## config.mk

```make
export PLATFORM = sky130hd
export DESIGN_NAME = bf_loop_ctrl
export DESIGN_NICKNAME = d
export VERILOG_FILES = /design/src/rtl/bf_pkg.sv /design/src/rtl/bf_addr_stack.sv /design/src/rtl/bf_loop_ctrl.sv
export SDC_FILE = /design/constraint.sdc
export NUM_CORES = 1
export LEC_CHECK = 0
export BUFFER_PORTS_ARGS = -buffer_cell sky130_fd_sc_hd__buf_2
export CAP_MARGIN = 10
export CORE_ASPECT_RATIO = 0.7
export CORE_MARGIN = 2
export CORE_UTILIZATION = 63
export CTS_BUF_LIST = sky130_fd_sc_hd__clkbuf_4
export CTS_CLUSTER_SIZE = 40
export DETAILED_ROUTE_END_ITERATION = 10
export PLACE_DENSITY = 0.94
export SLEW_MARGIN = 5
export SYNTH_ARGS = -nofsm -noshare
export SYNTH_HDL_FRONTEND = slang
export SYNTH_SLANG_ARGS = --single-unit
```

## constraint.sdc

```tcl
create_clock -name clk -period 4.3 [get_ports clk]
set_input_delay 0.43 -clock clk [delete_from_list [all_inputs] [get_ports clk]]
set_output_delay 0.43 -clock clk [all_outputs]
set_load 0.01 [all_outputs]
```

## src/rtl/bf_pkg.sv

```systemverilog
// Shared definitions for the bracket-loop controller: opcode bytes, FSM states
// and the default code address width.
package bf_pkg;

  localparam int ADDR_SIZE_DEFAULT = 9;

  localparam logic [7:0] OP_LOOP_OPEN  = 8'h5B;
  localparam logic [7:0] OP_LOOP_CLOSE = 8'h5D;
  localparam logic [7:0] OP_INC        = 8'h2B;
  localparam logic [7:0] OP_DEC        = 8'h2D;

  typedef enum logic [2:0] {
    IDLE,
    EXEC,
    SCAN,
    DONE,
    ERROR
  } state_e;

endpackage

```

## src/rtl/bf_addr_stack.sv

```systemverilog
// LIFO of loop-start code addresses. At most one of push/pop acts per cycle;
// a push while full or a pop while empty is ignored (the controller flags it).
module bf_addr_stack
  import bf_pkg::*;
#(
  parameter int ADDR_SIZE   = ADDR_SIZE_DEFAULT,
  parameter int STACK_DEPTH = 16,
  localparam int SP_W       = $clog2(STACK_DEPTH) + 1
) (
  input  logic                 clk,
  input  logic                 reset,
  input  logic                 push_i,
  input  logic                 pop_i,
  input  logic [ADDR_SIZE-1:0] data_i,
  output logic [ADDR_SIZE-1:0] top_o,
  output logic [SP_W-1:0]      sp_o,
  output logic                 full_o,
  output logic                 empty_o
);

  localparam int PTR_W = (STACK_DEPTH > 1) ? $clog2(STACK_DEPTH) : 1;

  logic [ADDR_SIZE-1:0] mem_q [STACK_DEPTH];
  logic [SP_W-1:0]      sp_q;
  logic [PTR_W-1:0]     wrIdx;
  logic [PTR_W-1:0]     topIdx;
  logic                 doPush;
  logic                 doPop;

  assign full_o  = (sp_q == SP_W'(STACK_DEPTH));
  assign empty_o = (sp_q == '0);
  assign doPush  = push_i && !full_o;
  assign doPop   = pop_i && !empty_o && !push_i;
  assign wrIdx   = sp_q[PTR_W-1:0];
  assign topIdx  = PTR_W'(sp_q - SP_W'(1));
  assign top_o   = empty_o ? '0 : mem_q[topIdx];
  assign sp_o    = sp_q;

  always_ff @(posedge clk) begin
    if (!reset) begin
      sp_q <= '0;
    end else if (doPush) begin
      sp_q <= sp_q + SP_W'(1);
    end else if (doPop) begin
      sp_q <= sp_q - SP_W'(1);
    end
  end

  // Entry storage needs no reset: only slots below sp are ever read.
  always_ff @(posedge clk) begin
    if (doPush) begin
      mem_q[wrIdx] <= data_i;
    end
  end

endmodule

```

## src/rtl/bf_loop_ctrl.sv

```systemverilog
// Loop controller for a bracket-language core: resolves '[' and ']' into the
// next code address, using a return-address stack or a forward bracket scan.
module bf_loop_ctrl
  import bf_pkg::*;
#(
  parameter int ADDR_SIZE   = ADDR_SIZE_DEFAULT,
  parameter int STACK_DEPTH = 16
) (
  input  logic                           clk,
  input  logic                           reset,
  input  logic                           req,
  input  logic                           op,
  input  logic                           cell_zero,
  input  logic [ADDR_SIZE-1:0]           pc,
  output logic [ADDR_SIZE-1:0]           scan_addr,
  input  logic [7:0]                     scan_data,
  output logic                           busy,
  output logic                           done,
  output logic [ADDR_SIZE-1:0]           new_pc,
  output logic                           err,
  output logic [$clog2(STACK_DEPTH):0]   sp
);

  localparam int SP_W = $clog2(STACK_DEPTH) + 1;

  state_e               state_q;
  logic                 opClose_q;
  logic                 cellZero_q;
  logic [ADDR_SIZE-1:0] pc_q;
  logic                 busy_q;
  logic                 done_q;
  logic                 err_q;
  logic [ADDR_SIZE-1:0] newPc_q;
  logic [ADDR_SIZE-1:0] scanAddr_q;
  logic [ADDR_SIZE-1:0] depth_q;
  logic                 scanArmed_q;

  logic                 stackPush;
  logic                 stackPop;
  logic [ADDR_SIZE-1:0] stackTop;
  logic [SP_W-1:0]      stackSp;
  logic                 stackFull;
  logic                 stackEmpty;
  logic                 stackErr;
  logic                 scanMatch;

  bf_addr_stack #(
    .ADDR_SIZE  (ADDR_SIZE),
    .STACK_DEPTH(STACK_DEPTH)
  ) uStack (
    .clk    (clk),
    .reset  (reset),
    .push_i (stackPush),
    .pop_i  (stackPop),
    .data_i (pc_q),
    .top_o  (stackTop),
    .sp_o   (stackSp),
    .full_o (stackFull),
    .empty_o(stackEmpty)
  );

  // The stack acts only in EXEC, so a single request moves it by at most one entry.
  assign stackErr  = opClose_q ? stackEmpty : stackFull;
  assign stackPush = (state_q == EXEC) && !opClose_q && !stackFull;
  assign stackPop  = (state_q == EXEC) && opClose_q && cellZero_q && !stackEmpty;
  assign scanMatch = (scan_data == OP_LOOP_CLOSE) && (depth_q == ADDR_SIZE'(1));

  always_ff @(posedge clk) begin
    if (!reset) begin
      state_q     <= IDLE;
      opClose_q   <= 1'b0;
      cellZero_q  <= 1'b0;
      pc_q        <= '0;
      busy_q      <= 1'b0;
      done_q      <= 1'b0;
      err_q       <= 1'b0;
      newPc_q     <= '0;
      scanAddr_q  <= '0;
      depth_q     <= '0;
      scanArmed_q <= 1'b0;
    end else begin
      done_q <= 1'b0;
      unique case (state_q)
        IDLE: begin
          if (req) begin
            opClose_q   <= op;
            cellZero_q  <= cell_zero;
            pc_q        <= pc;
            busy_q      <= 1'b1;
            scanArmed_q <= 1'b0;
            state_q     <= (!op && cell_zero) ? SCAN : EXEC;
          end
        end
        EXEC: begin
          busy_q <= 1'b0;
          if (stackErr) begin
            err_q   <= 1'b1;
            state_q <= ERROR;
          end else begin
            done_q  <= 1'b1;
            newPc_q <= (opClose_q && !cellZero_q) ? stackTop + ADDR_SIZE'(1)
                                                  : pc_q + ADDR_SIZE'(1);
            state_q <= DONE;
          end
        end
        SCAN: begin
          // The first SCAN cycle only arms the address and depth counters.
          if (!scanArmed_q) begin
            if (pc_q == '1) begin
              busy_q  <= 1'b0;
              err_q   <= 1'b1;
              state_q <= ERROR;
            end else begin
              scanAddr_q  <= pc_q + ADDR_SIZE'(1);
              depth_q     <= ADDR_SIZE'(1);
              scanArmed_q <= 1'b1;
            end
          end else if (scanMatch) begin
            busy_q  <= 1'b0;
            done_q  <= 1'b1;
            newPc_q <= scanAddr_q + ADDR_SIZE'(1);
            depth_q <= '0;
            state_q <= DONE;
          end else begin
            if (scan_data == OP_LOOP_OPEN) begin
              depth_q <= depth_q + ADDR_SIZE'(1);
            end else if (scan_data == OP_LOOP_CLOSE) begin
              depth_q <= depth_q - ADDR_SIZE'(1);
            end
            if (scanAddr_q == '1) begin
              busy_q  <= 1'b0;
              err_q   <= 1'b1;
              state_q <= ERROR;
            end else begin
              scanAddr_q <= scanAddr_q + ADDR_SIZE'(1);
            end
          end
        end
        DONE: begin
          state_q <= IDLE;
        end
        ERROR: begin
          state_q <= ERROR;
        end
        default: begin
          state_q <= IDLE;
        end
      endcase
    end
  end

  assign scan_addr = scanAddr_q;
  assign busy      = busy_q;
  assign done      = done_q;
  assign new_pc    = newPc_q;
  assign err       = err_q;
  assign sp        = stackSp;

endmodule

```

==> impl_metrics.yaml <==
status:
  status: "complete, no violations"
route:
  drt-pass1-iter-count: 8
  dr.first_iter.drc_count: 867
  drc: 0
  vias: 6339
  route.antenna.remaining_nets: 0
  viasPerCell: 6.72
  routedWlPerCell_um: 23.7
  wl_um: 22300
clock_network:
  holdBufCountCts: 0
  h-tree-depth: 4
  cts_sinks: 194
  clkTransAtPathRegs_ps: 160
  cts_resized: 0
  cts_made_buffers: 17
  cts.repair_timing.setup_buffer_count: 0
  clk_path_buf_depth: 2
  clk_latency_ps: 630
  cts_tree: "done"
  clockRootBuffer: "clkbuf_4"
floorplan:
  initial_core_util: 0.650
  core_mm2: 0.0141
  pin_count: 48
  fp-row-count: 36
  die_height_um: 105
  fp.dieW_um: 148
  dieArea_mm2: 0.0155
setup_path:
  critPathLaunch: "uStack.sp_o[1]"
  max_stage_delay_ps: 630
  critPathMaxFanout: 14
  arrival_ps: 4040
  critPathBufInv: 2
  r2r_start: "uStack.sp_o[1]"
  path_class: "flop to flop"
  critical_path.endpoint_type: "flop"
  crit_path_start_kind: "flop"
  critical-path-top-delay-family: "compound AO/OA/AOI/OAI gates"
  critical_path.slowest_cell: "dfxtp_1"
  crit_chain: "inv_1, ha_1, buf_4, mux4_2, o21ai_0, a21oi_1, or2_1, ha_1, o21ai_0, nor4_1, o21ai_1, a32o_2"
  crit_required_ps: 4840
placement:
  dp_hpwl_um: 15200
  place_congestion: 1.01
  io_buffers: 47
pwr:
  p_leak_nw: 3.40
  peakVddDrop_v: 0.000454
  p_per_area_mw_per_mm2: 586
yosys:
  synth_seq_cells: 194
  synth_flop_cell: "edfxtp_1"
  synth_cells: 692
  netlist_area_mm2: 0.00914
  ys_warn_count: 0
  synthAdderAreaFrac: 0.0178
  async_reset_ff_frac: 0
  synth-compound-area-share: 0.0993
  synth_top_family_by_area: "simple AND/OR/NAND/NOR gates"
  synth_nets: 727
  synthSimpleGateAreaFrac: 0.128
  ys_types: 78
  synthXorXnorAreaFrac: 0.0231
  avgSynthCellArea_um2: 13.2
  synth_edf_count: 144
  synthMuxAreaShare: 0.117
  synth-seq-area-share: 0.583
sta:
  timing.final.crit_share: 0.815
  hold_violations: 0
  post-route-min-period_ps: 3500
  tns_ps: 0
  relSlewSlack: 0.452
  tightest_slew_ps: 817
  hold_ws_ps: 22.6
  rsz0062_at_grt: "no"
  finClkSkew_ps: 25.7
  slew_violations: 0
  max_freq_ghz: 0.285
  setup_violations: 0
global_route:
  grt.total_usage: 0.302
  grt_pass1_wl_um: 34800
  grt_max_degree: 35
  grt_pass1_vias: 6228
  gr-total-overflow: 0
  antenna_found_initial: 0
cells_and_area:
  fill_cells: 956
  drive_gt1_frac: 0.177
  register_area_mm2: 0.00533
  area_growth_pct: 7.49
  multi_input_area_mm2: 0.00352
  diodes: 0
  nNetsFinal: 775
min_path:
  hp-class: "input pin to flop"
  hold_start: "pc[8]"
flow_run:
  drv_cap: 0
[placed cells by master (no fill, tap or decap), types with 3 or more instances in the layout]
| cell | n |
|---|---|
| a211oi_1 | 3 |
| a21oi_1 | 60 |
| a22oi_1 | 3 |
| a31oi_1 | 8 |
| and2_1 | 17 |
| and3_1 | 9 |
| buf_2 | 47 |
| buf_4 | 14 |
| bufinv_16 | 4 |
| clkbuf_4 | 18 |
| clkinv_1 | 3 |
| dfxtp_1 | 49 |
| edfxtp_1 | 144 |
| ha_1 | 13 |
| inv_1 | 15 |
| inv_6 | 5 |
| mux2_2 | 4 |
| mux2i_1 | 9 |
| mux4_1 | 23 |
| mux4_2 | 14 |
| nand2_1 | 47 |
| nand2b_1 | 7 |
| nand3_1 | 22 |
| nand4_1 | 7 |
| nand4b_1 | 3 |
| nor2_1 | 56 |
| nor2b_1 | 5 |
| nor3_1 | 18 |
| nor4_2 | 3 |
| o21ai_0 | 34 |
| o21ai_1 | 3 |
| o31ai_1 | 4 |
| or3_1 | 6 |
| xnor2_1 | 11 |
| xor2_1 | 10 |
[layer usage]
| metal | GRT usage | vias up | wire (um) | share of wire |
|---|---|---|---|---|
| met5 | 0 | - | 0 | 0 |
| met4 | 0.0946 | 0 | 527 | 0.024 |
| met3 | 0.121 | 63 | 3160 | 0.14 |
| met2 | 0.447 | 454 | 10100 | 0.45 |
| met1 | 0.417 | 3059 | 8560 | 0.38 |
| li1 | - | 2763 | - | - |
[state kept, by name (all words and copies together) (netlist names)]
register / cells
busy: 1
cellZero_q: 1
depth_q: 9
done: 1
err: 1
new_pc: 9
opClose_q: 1
pc_q: 9
scanArmed_q: 1
scan_addr: 9
state_q: 3
uStack.mem_q: 144
uStack.sp_o: 5
[final timing paths]
path               end  slack [ps]  cells after the start
max          new_pc[6]         800                     12
min            pc_q[8]          20                      3
max reg2reg  new_pc[6]         800                     12
min reg2reg  new_pc[0]         480                      2
[Yosys cell counts, types with 3 or more instances]
master,count,area [um^2]
mux2i_1,9,90.1
mux2_2,4,45.0
nor3_1,18,90.1
nor4_2,3,37.5
nand3_1,22,110
o31ai_1,4,30.0
and3_1,9,56.3
and2_1,17,106
clkbuf_1,16,60.1
xnor2_1,11,96.3
a211oi_1,3,22.5
o21ai_1,3,15.0
or3_1,6,37.5
ha_1,13,163
edfxtp_1,144,4320
nor2b_1,5,31.3
inv_1,15,56.3
dfxtp_1,50,1000
a31oi_1,8,50.1
nor2_1,56,210
xor2_1,10,87.6
mux4_2,14,315
o21ai_0,34,170
nand2_1,47,176
mux4_1,23,604
buf_2,7,35.0
nand4_1,7,43.8
nand4b_1,3,26.3
a21oi_1,60,300
nand2b_1,7,43.8
a22oi_1,3,22.5
buf_12,3,60.1
buf_6,5,56.3
[tightest hold or removal path, cell delays in order]
cell and delay, ps:
buf_2 100, nand2_1 50, a21oi_1 50
[cells by family after synthesis]
| group | count (synthesis) |
|---|---|
| flops | 194 |
| simple gates | 222 |
| compound gates | 142 |
| buf+inv | 48 |
| fa+ha+maj | 13 |
| xor+xnor | 22 |
| mux | 51 |
[per-stage QoR]
step	setup slack, ps	total power [mW]	cell area, um^2	utilization	cells
6_report	796	5.75	9820	0.699	943
5_1_grt	564	6.00	9820	0.699	943
4_1_cts	852	5.69	9820	0.699	943
3_5_place_dp	879	4.59	9490	0.675	911
3_3_place_gp	1070	4.47	9490	0.675	911
2_1_floorplan	833	4.05	9140	-	692
[report_power, final]
group	internal, mW	leakage [nW]	switching [mW]	total (mW)
clock	0.477	0.176	0.639	1.12
combinational	0.862	1.49	1.37	2.24
sequential	2.24	1.73	0.165	2.40
[area by class of cell]
class,count,area share
clock buffer,18,0.0138
clock inverter,14,0.0204
inverter,16,0.00612
multi-input combinational,450,0.359
sequential,194,0.542
tap,190,0.0242
timing repair buffer,61,0.0347
Note: power is estimated with default switching activity, not from simulation.
